**config.mk**
```make
export PLATFORM = sky130hd
export DESIGN_NAME = axi_lite_master_bridge
export DESIGN_NICKNAME = d
export VERILOG_FILES = /design/src/rtl/common_types_pkg.sv /design/src/rtl/axi_lite_master_bridge.sv
export SDC_FILE = /design/constraint.sdc
export NUM_CORES = 1
export LEC_CHECK = 0
export CAP_MARGIN = 40
export CORE_ASPECT_RATIO = 0.7
export CORE_MARGIN = 4
export CORE_UTILIZATION = 39
export DETAILED_ROUTE_END_ITERATION = 8
export PLACE_DENSITY = 0.82
export SETUP_SLACK_MARGIN = 0.02
export SLEW_MARGIN = 10
export SYNTH_ARGS = -nofsm -noshare
export SYNTH_HDL_FRONTEND = slang
export SYNTH_SLANG_ARGS = --single-unit
```
**constraint.sdc**
```tcl
create_clock -name clk -period 2.2 [get_ports clk]
set_input_delay 0.33 -clock clk [delete_from_list [all_inputs] [get_ports clk]]
set_output_delay 0.33 -clock clk [all_outputs]
set_load 0.01 [all_outputs]
```
**src/rtl/common_types_pkg.sv**
```systemverilog
// Shared types for the core's memory-side blocks: the 32-bit machine word
// and the AXI response codes, plus a helper that classifies a response.
package common_types_pkg;

  typedef logic [31:0] word_t;

  typedef enum logic [1:0] {
    OKAY   = 2'b00,
    EXOKAY = 2'b01,
    SLVERR = 2'b10,
    DECERR = 2'b11
  } axi_resp_t;

  // Full-word write strobe used whenever byte enables are not supplied.
  localparam logic [3:0] WSTRB_ALL = 4'hF;

  // Anything other than OKAY is reported to the requester as an error.
  function automatic logic resp_is_err(input logic [1:0] resp);
    return axi_resp_t'(resp) != OKAY;
  endfunction

endpackage

```
**src/rtl/axi_lite_master_bridge.sv**
```systemverilog
// Single-outstanding bridge from the core's read/write/ready/done request
// interface to an AXI4-Lite master port. One 32-bit beat per transaction;
// the result is held on the request side until the requester pulses done.
// Optional build macro AXI_CTRL_WSTRB_EN adds a byte_en[3:0] input whose
// latched value drives wstrb; without it wstrb is tied to 4'hF.
module axi_lite_master_bridge
  import common_types_pkg::*;
#(
  parameter int ADDR_W = 32,
  parameter int DATA_W = 32
) (
  input  logic              clk,
  input  logic              nrst,
  input  logic              read,
  input  logic              write,
  input  logic [ADDR_W-1:0] addr,
  input  logic [DATA_W-1:0] store,
`ifdef AXI_CTRL_WSTRB_EN
  input  logic [3:0]        byte_en,
`endif
  input  logic              done,
  output logic              ready,
  output logic [DATA_W-1:0] load,
  output logic              error,
  output logic [ADDR_W-1:0] awaddr,
  output logic              awvalid,
  input  logic              awready,
  output logic [DATA_W-1:0] wdata,
  output logic [3:0]        wstrb,
  output logic              wvalid,
  input  logic              wready,
  input  logic [1:0]        bresp,
  input  logic              bvalid,
  output logic              bready,
  output logic [ADDR_W-1:0] araddr,
  output logic              arvalid,
  input  logic              arready,
  input  logic [DATA_W-1:0] rdata,
  input  logic [1:0]        rresp,
  input  logic              rvalid,
  output logic              rready
);

  localparam logic [2:0] S_IDLE = 3'd0;
  localparam logic [2:0] S_AR   = 3'd1;
  localparam logic [2:0] S_R    = 3'd2;
  localparam logic [2:0] S_AW_W = 3'd3;
  localparam logic [2:0] S_B    = 3'd4;
  localparam logic [2:0] S_DONE = 3'd5;

  logic [2:0]        r_state;
  logic [ADDR_W-1:0] r_addr;
  logic [DATA_W-1:0] r_store;
  logic [DATA_W-1:0] r_load;
  logic              r_error;
  logic              r_ready;
  logic              r_aw_done;
  logic              r_w_done;
`ifdef AXI_CTRL_WSTRB_EN
  logic [3:0]        r_wstrb;
`endif

  // Address and write-data channels are each finished once handshaken,
  // either in an earlier cycle or on the coming edge.
  logic w_aw_next;
  logic w_w_next;
  assign w_aw_next = r_aw_done || awready;
  assign w_w_next  = r_w_done  || wready;

  // Transaction sequencer: latch the request, walk the AXI channels, hold the result.
  always_ff @(posedge clk or negedge nrst) begin
    if (!nrst) begin
      r_state   <= S_IDLE;
      r_addr    <= '0;
      r_store   <= '0;
      r_load    <= '0;
      r_error   <= 1'b0;
      r_ready   <= 1'b0;
      r_aw_done <= 1'b0;
      r_w_done  <= 1'b0;
`ifdef AXI_CTRL_WSTRB_EN
      r_wstrb   <= 4'h0;
`endif
    end else begin
      case (r_state)
        S_IDLE: begin
          if (read || write) begin
            r_addr    <= addr;
            r_store   <= store;
`ifdef AXI_CTRL_WSTRB_EN
            r_wstrb   <= byte_en;
`endif
            r_aw_done <= 1'b0;
            r_w_done  <= 1'b0;
            // Read has priority when both requests are raised together.
            r_state   <= read ? S_AR : S_AW_W;
          end
        end
        S_AR: begin
          if (arready) r_state <= S_R;
        end
        S_R: begin
          if (rvalid) begin
            r_load  <= rdata;
            r_error <= resp_is_err(rresp);
            r_ready <= 1'b1;
            r_state <= S_DONE;
          end
        end
        S_AW_W: begin
          if (w_aw_next && w_w_next) begin
            r_aw_done <= 1'b0;
            r_w_done  <= 1'b0;
            r_state   <= S_B;
          end else begin
            r_aw_done <= w_aw_next;
            r_w_done  <= w_w_next;
          end
        end
        S_B: begin
          if (bvalid) begin
            r_error <= resp_is_err(bresp);
            r_ready <= 1'b1;
            r_state <= S_DONE;
          end
        end
        S_DONE: begin
          if (done) begin
            r_ready <= 1'b0;
            r_state <= S_IDLE;
          end
        end
        default: r_state <= S_IDLE;
      endcase
    end
  end

  // All outputs come straight from registers, so no input-to-output paths exist.
  assign arvalid = (r_state == S_AR);
  assign rready  = (r_state == S_R);
  assign awvalid = (r_state == S_AW_W) && !r_aw_done;
  assign wvalid  = (r_state == S_AW_W) && !r_w_done;
  assign bready  = (r_state == S_B);
  assign araddr  = r_addr;
  assign awaddr  = r_addr;
  assign wdata   = r_store;
`ifdef AXI_CTRL_WSTRB_EN
  assign wstrb   = r_wstrb;
`else
  assign wstrb   = WSTRB_ALL;
`endif
  assign ready   = r_ready;
  assign load    = r_load;
  assign error   = r_error;

endmodule

```
=== Word-level counts from Yosys, hierarchy flattened ===
Index checks and enable logic that the tools add are counted.

* Bits in registers: 103
* Input port bits: 110
* Output and inout bits: 139
* Word-level logic and storage cells: 59

* Equal/unequal tests: 11
* Multiplexer cells: 20
* Reduce and logical (&&, ||, !) cells: 20

{| class="wikitable"
|+ Operators with widths
! operator !! count
|-
| $mux 3 || 6
|-
| $pmux 3 s6 || 1
|-
| $ne 2x2->1 const B || 5
|-
| $mux 1 || 8
|-
| $reduce_bool 2->1 || 4
|-
| $eq 3x2->1 const B || 2
|-
| $eq 3x3->1 const B || 2
|-
| $pmux 1 s2 || 3
|-
| $reduce_and 2->1 || 3
|-
| $reduce_and 6->1 || 1
|-
| $reduce_and 4->1 || 1
|-
| $eq 3x1->1 const B || 1
|-
| $logic_and 1x1->1 || 3
|-
| $logic_not 3->1 || 1
|-
| $logic_or 1x1->1 || 3
|-
| $pmux 1 s3 || 1
|-
| $reduce_and 3->1 || 1
|-
| $reduce_bool 3->1 || 1
|-
| $logic_not 1->1 || 2
|-
| $mux 2 || 1
|-
| $ne 2x1->1 const B || 1
|}

=== Depth between registers and ports, before layout ===
* Depth after elaboration: 4
* Gate-level depth with buffers: 7
* Mapped depth without buffers: 4

=== Worst setup path after synthesis ===
Ideal clock, no wire load.

* Kind: reg-to-reg
* Start: register r_state[2]
* End: register r_load[11], in the netlist load[11]
* Library setup time: 0.125 ns
* Arrival: 1.493 ns
* Data required time: 2.075 ns
* Setup slack: 0.582 ns
* Stages on the path, launching flop included: 7
* Buffers on the path: 3
* Clock period less this slack: 1.618 ns
* Path through: dfrtp_1 buf_6 nor3b_4 and2_1 buf_4 buf_6 mux2_2

* Longest elaborated chain between the ends: 2

{| class="wikitable"
|+ Ends and longest elaborated chain
! what !! RTL line !! text
|-
| start: declaration || axi_lite_master_bridge.sv:51 || <nowiki>logic [2:0] r_state;</nowiki>
|-
| start signal: assignment || axi_lite_master_bridge.sv:96 || <nowiki>r_state <= read ? S_AR : S_AW_W;</nowiki>
|-
| $eq 3x2->1 || -- ||
|-
| via rready || axi_lite_master_bridge.sv:41 || <nowiki>output logic rready</nowiki>
|-
| $reduce_and 2->1 (no source line) || -- ||
|-
| end signal: assignment || axi_lite_master_bridge.sv:104 || <nowiki>r_load <= rdata;</nowiki>
|-
| end: declaration || axi_lite_master_bridge.sv:54 || <nowiki>logic [DATA_W-1:0] r_load;</nowiki>
|}

The timed path passes the listed nets, and every way through them passes these cells.
A chain may end at the register's enable or synchronous reset.

=== Final worst setup path ===
* Start: register r_state[1]
* End: output port bready

* Longest elaborated chain between the ends: 1

{| class="wikitable"
|+ Ends and longest elaborated chain
! what !! RTL line !! text
|-
| $eq 3x3->1 || axi_lite_master_bridge.sv:143 || <nowiki>assign bready = (r_state == S_B);</nowiki>
|-
| end: declaration || axi_lite_master_bridge.sv:34 || <nowiki>output logic bready,</nowiki>
|}

No other way between the ends.

==> results.txt <==
Summing all flip-flop and latch instances after layout gives 0.00258 mm2. Setup repair after global routing left no endpoint under its margin. The post-route minimum period came out at 2.09 ns. Data on the critical path is required at its endpoint by 1.87 ns. The hold violation total from the final report is 0.

The number of global-route vias before repair came out at 3379. After synthesis, the netlist uses 33 different library cells. Per report_power, the sequential group accounts for 32.9% of the total. The count of unresolved DRC violations after routing came out at 0. The top cell type's share of synthesized area came out at 58.5%. The area of the multi-input gates is 0.00143 mm2.

The final critical-path share of the clock period came out at 95.2%. The start-to-end type of the worst setup path is reg -> out. Sequential elements use 58.5% of the synthesized area. The fraction of the core area covered by cells at the end of the flow came out at 64.3%. The cell internal power dissipation is 7.42 mW. Once the floorplan was initialized, standard cells occupied 40.0% of the core.

The number of buffers and inverters on the critical path is 1. The detailed-routing iteration count for the pre-antenna-repair pass is 4. For this run, the post-layout net count is 623.

The number of instances in the synthesized netlist came out at 297. The overall die width came out at 135 um. The average wire length per cell after detail routing came out at 16.6 um. The maximum resistive drop on vdd came out at 0.000830 V. The worst setup path is launched from a flop. The placer's final routability congestion estimate is 0.782.

Multiplexer cells account for 25.3% of the synthesized area. The post-synthesis share of cell area spent on xor and xnor gates came out at 0%. The number of post-CTS setup repair buffers is 0. The synthesized netlist devotes 4.29% of its cell area to simple gates. The number of buffers on the longest clock path is 2. The number of setup violations in the final report came out at 0. Summed over all nets, the half-perimeter wirelength after detailed placement is 8.81 mm. The cell sitting at the root of the clock tree is a sky130_fd_sc_hd__clkbuf_16. The worst clock skew is 0.00585 ns.

The setup slack of the most critical reg-to-reg path came out at 0.41 ns. The signed area change from the synthesized netlist to the final layout came out at 60.8%. The CTS H-tree depth came out at 3. The count of flip-flops with a built-in enable after synthesis is 0. The number of cell instances on the worst register-to-register path came out at 5. The total via count after detailed routing came out at 3114. The share of cells above drive strength 1 came out at 24.4%. During I/O placement, the number of pins put on the boundary was 249. The average footprint of a synthesized cell came out at 14.8 um2. The count of buffers inserted at the top-level ports is 244. The CTS tree is built.

The analysis attributes to net switching a power of 3.25 mW. Adding up every negative setup slack in the final design gives 0 ns. The relative contribution of combinational cells to total power is 50.7%. The worst flop-to-flop path startpoint is r_state[0].

The peak clock frequency supported by timing came out at 0.478 GHz. The end of the worst register-to-register path is load[16]. Clock-pin slew was measured on the worst setup and hold paths at 0.07 ns. The combinational family with the most area after synthesis is multiplexers. The number of antenna violations at the first check in global routing came out at 0.

The die covers 0.0131 mm2. After synthesis, the cell types taking the most area are sky130_fd_sc_hd__dfrtp_1 59%, sky130_fd_sc_hd__mux2_2 23%, sky130_fd_sc_hd__buf_4 6.3%. The highest net fanout along the worst path came out at 8. The number of placement rows came out at 32. The most used flip-flop cell after synthesis is sky130_fd_sc_hd__dfrtp_1. The portion of total power attributed to the clock network is 16.4%.

The delay of the slowest critical-path stage is 0.53 ns. The global-route wire length before repair is 17.8 mm. The slowest cell on the critical path is sky130_fd_sc_hd__clkdlybuf4s50_1. The share of synthesized cell area in full adder, half adder and majority cells is 0%. By count the netlist is led by 103 x sky130_fd_sc_hd__dfrtp_1, 91 x sky130_fd_sc_hd__mux2_2, 37 x sky130_fd_sc_hd__buf_4. Of all flip-flops after synthesis, the portion carrying an async set or reset was 100%. After detailed routing, the number of vias per cell comes to 4.65.

Among all cell types in the netlist, the one instantiated most often is sky130_fd_sc_hd__dfrtp_1. The number of register bits inferred by synthesis came out at 103. The arrival time at the worst endpoint came out at 1.76 ns.

Summed over all cells, the static leakage comes to 2.92 nW. The total grt overflow came out at 0. 0 antenna diodes ended up in the layout. Of the total power, the share spent switching nets is 30.5%. The compound-gate portion of the synthesized area came out at 2.33%. The total length of routed wires is 11.1 mm. The overall global routing resource usage came out at 17.1%.

The critical path goes through and2b_2 > and2_4 > clkdlybuf4s50_1. The path class of the tightest hold or removal check is in -> async. The final number of max-transition violations is 0. The total of fill cells in the finished design is 850. The largest net degree at the start of global routing came out at 53. STA classifies the critical path endpoint as an output port. The kind of cell with the highest combined delay along the critical path is buffers and inverters. The total number of yosys warnings came out at 0. The detailed router finished its first iteration with 47 violations. The post-route antenna net violation count came out at 0. The biggest area consumer among synthesized cells is sky130_fd_sc_hd__dfrtp_1. The clock latency reported for the late side of the worst-skew pair came out at 0.33 ns. The clock drives 103 sinks. The flow ran to the end, and the final reports show no timing, DRC or antenna violations. The height of the chip is 96.9 um. The number of violations of the max-capacitance limit is 0. The number of buffers inserted during clock tree synthesis is 9. In this run the cell area of the synthesized design comes to 0.00440 mm2. For this design the ratio of total power to cell area is 1510 mW/mm2. The floorplan core area came out at 0.0110 mm2.
[worst max path at each step]
stage,start,endpoint,slack (ns),depth (start not counted)
final,r_state[1],bready,0.11,3
after global routing,r_state[1],bready,0.02,3
after CTS,r_state[1],bready,0.04,3
after detailed placement,read,araddr[19],0.31,5
after global placement,read,araddr[10],0.33,5
after floorplan,r_state[2],load[11],0.58,6
[repair_timing]
action / in CTS / in global routing
setup endpoints to repair: 3 / 3
hold buffers: 1 / 0
resized for setup: 3 / 4
endpoints found under the hold margin: 33 / 0
[per-stage QoR]
| stage | setup slack (ns) | cell area, um2 | instances | total power [mW] | hold slack, ns |
|---|---|---|---|---|---|
| floorplan | 0.582 | 4410 | 300 | 6.28 | 0.0344 |
| global placement | 0.335 | 6730 | 654 | 8.83 | 0.302 |
| detailed placement | 0.309 | 6730 | 654 | 9.03 | 0.308 |
| CTS | 0.0383 | 7070 | 670 | 10.8 | 0.491 |
| global route | 0.0210 | 7080 | 670 | 11.3 | 0.514 |
| finish | 0.106 | 7080 | 670 | 10.7 | 0.490 |
[cell usage in the layout, fill, tap and decap left out, drive strengths merged]
| master | n |
|---|---|
| nor3 | 3 |
| o2bb2ai | 2 |
| clkdlybuf4s50 | 241 |
| dlymetal6s2s | 2 |
| nor2 | 7 |
| nor2b | 2 |
| nor3b | 3 |
| bufinv | 3 |
| nand4 | 1 |
| dfrtp | 103 |
| nand3b | 1 |
| and2 | 3 |
| o41ai | 1 |
| dlygate4sd3 | 1 |
| o21ai | 4 |
| mux2 | 98 |
| conb | 4 |
| clkbuf | 11 |
| inv | 3 |
| a32o | 1 |
| a21oi | 3 |
| clkinv | 1 |
| mux2i | 1 |
| a22oi | 1 |
| and2b | 2 |
| buf | 8 |
| nand3 | 1 |
| a32oi | 1 |
| nand2b | 1 |
| a21boi | 1 |
| nand2 | 2 |
| or3 | 1 |
[layout make-up]
class / instances / area share [%]
Sequential cell: 103 / 36.4
Clock buffer: 11 / 3.29
Multi-Input combinational cell: 144 / 20.1
Clock inverter: 4 / 1.34
Tap cell: 153 / 2.70
Timing Repair Buffer: 252 / 35.9
Inverter: 3 / 0.159
[sequential cells by signal, summed over array words and instances (netlist names)]
signal / flops
araddr: 32
load: 32
wdata: 32
r_state: 3
error: 1
r_aw_done: 1
r_w_done: 1
ready: 1
[cell families (layout without fill, tap and decap cells)]
family / count (synthesis) / in the layout
other cells: 1 / 4
simple gates: 27 / 27
mux: 99 / 99
buf+inv: 53 / 270
flops: 103 / 103
compound gates: 14 / 14
[power groups by stage]
stage	clock, mW	combinational, mW	sequential, mW
finish	1.75	5.41	3.51
global route	1.88	5.74	3.67
CTS	1.81	5.50	3.53
detailed placement	0	5.48	3.55
global placement	0	5.34	3.49
floorplan	0	2.41	3.87
[per-layer routing]
metal / global-route usage [%] / up-vias / wire length [um]
met5: 0 / - / 0
met4: 5.03 / 0 / 140
met3: 6.65 / 11 / 1120
met2: 29.7 / 146 / 5640
met1: 19.6 / 1538 / 4230
li1: - / 1419 / -
(Power assumes the default switching activity.)
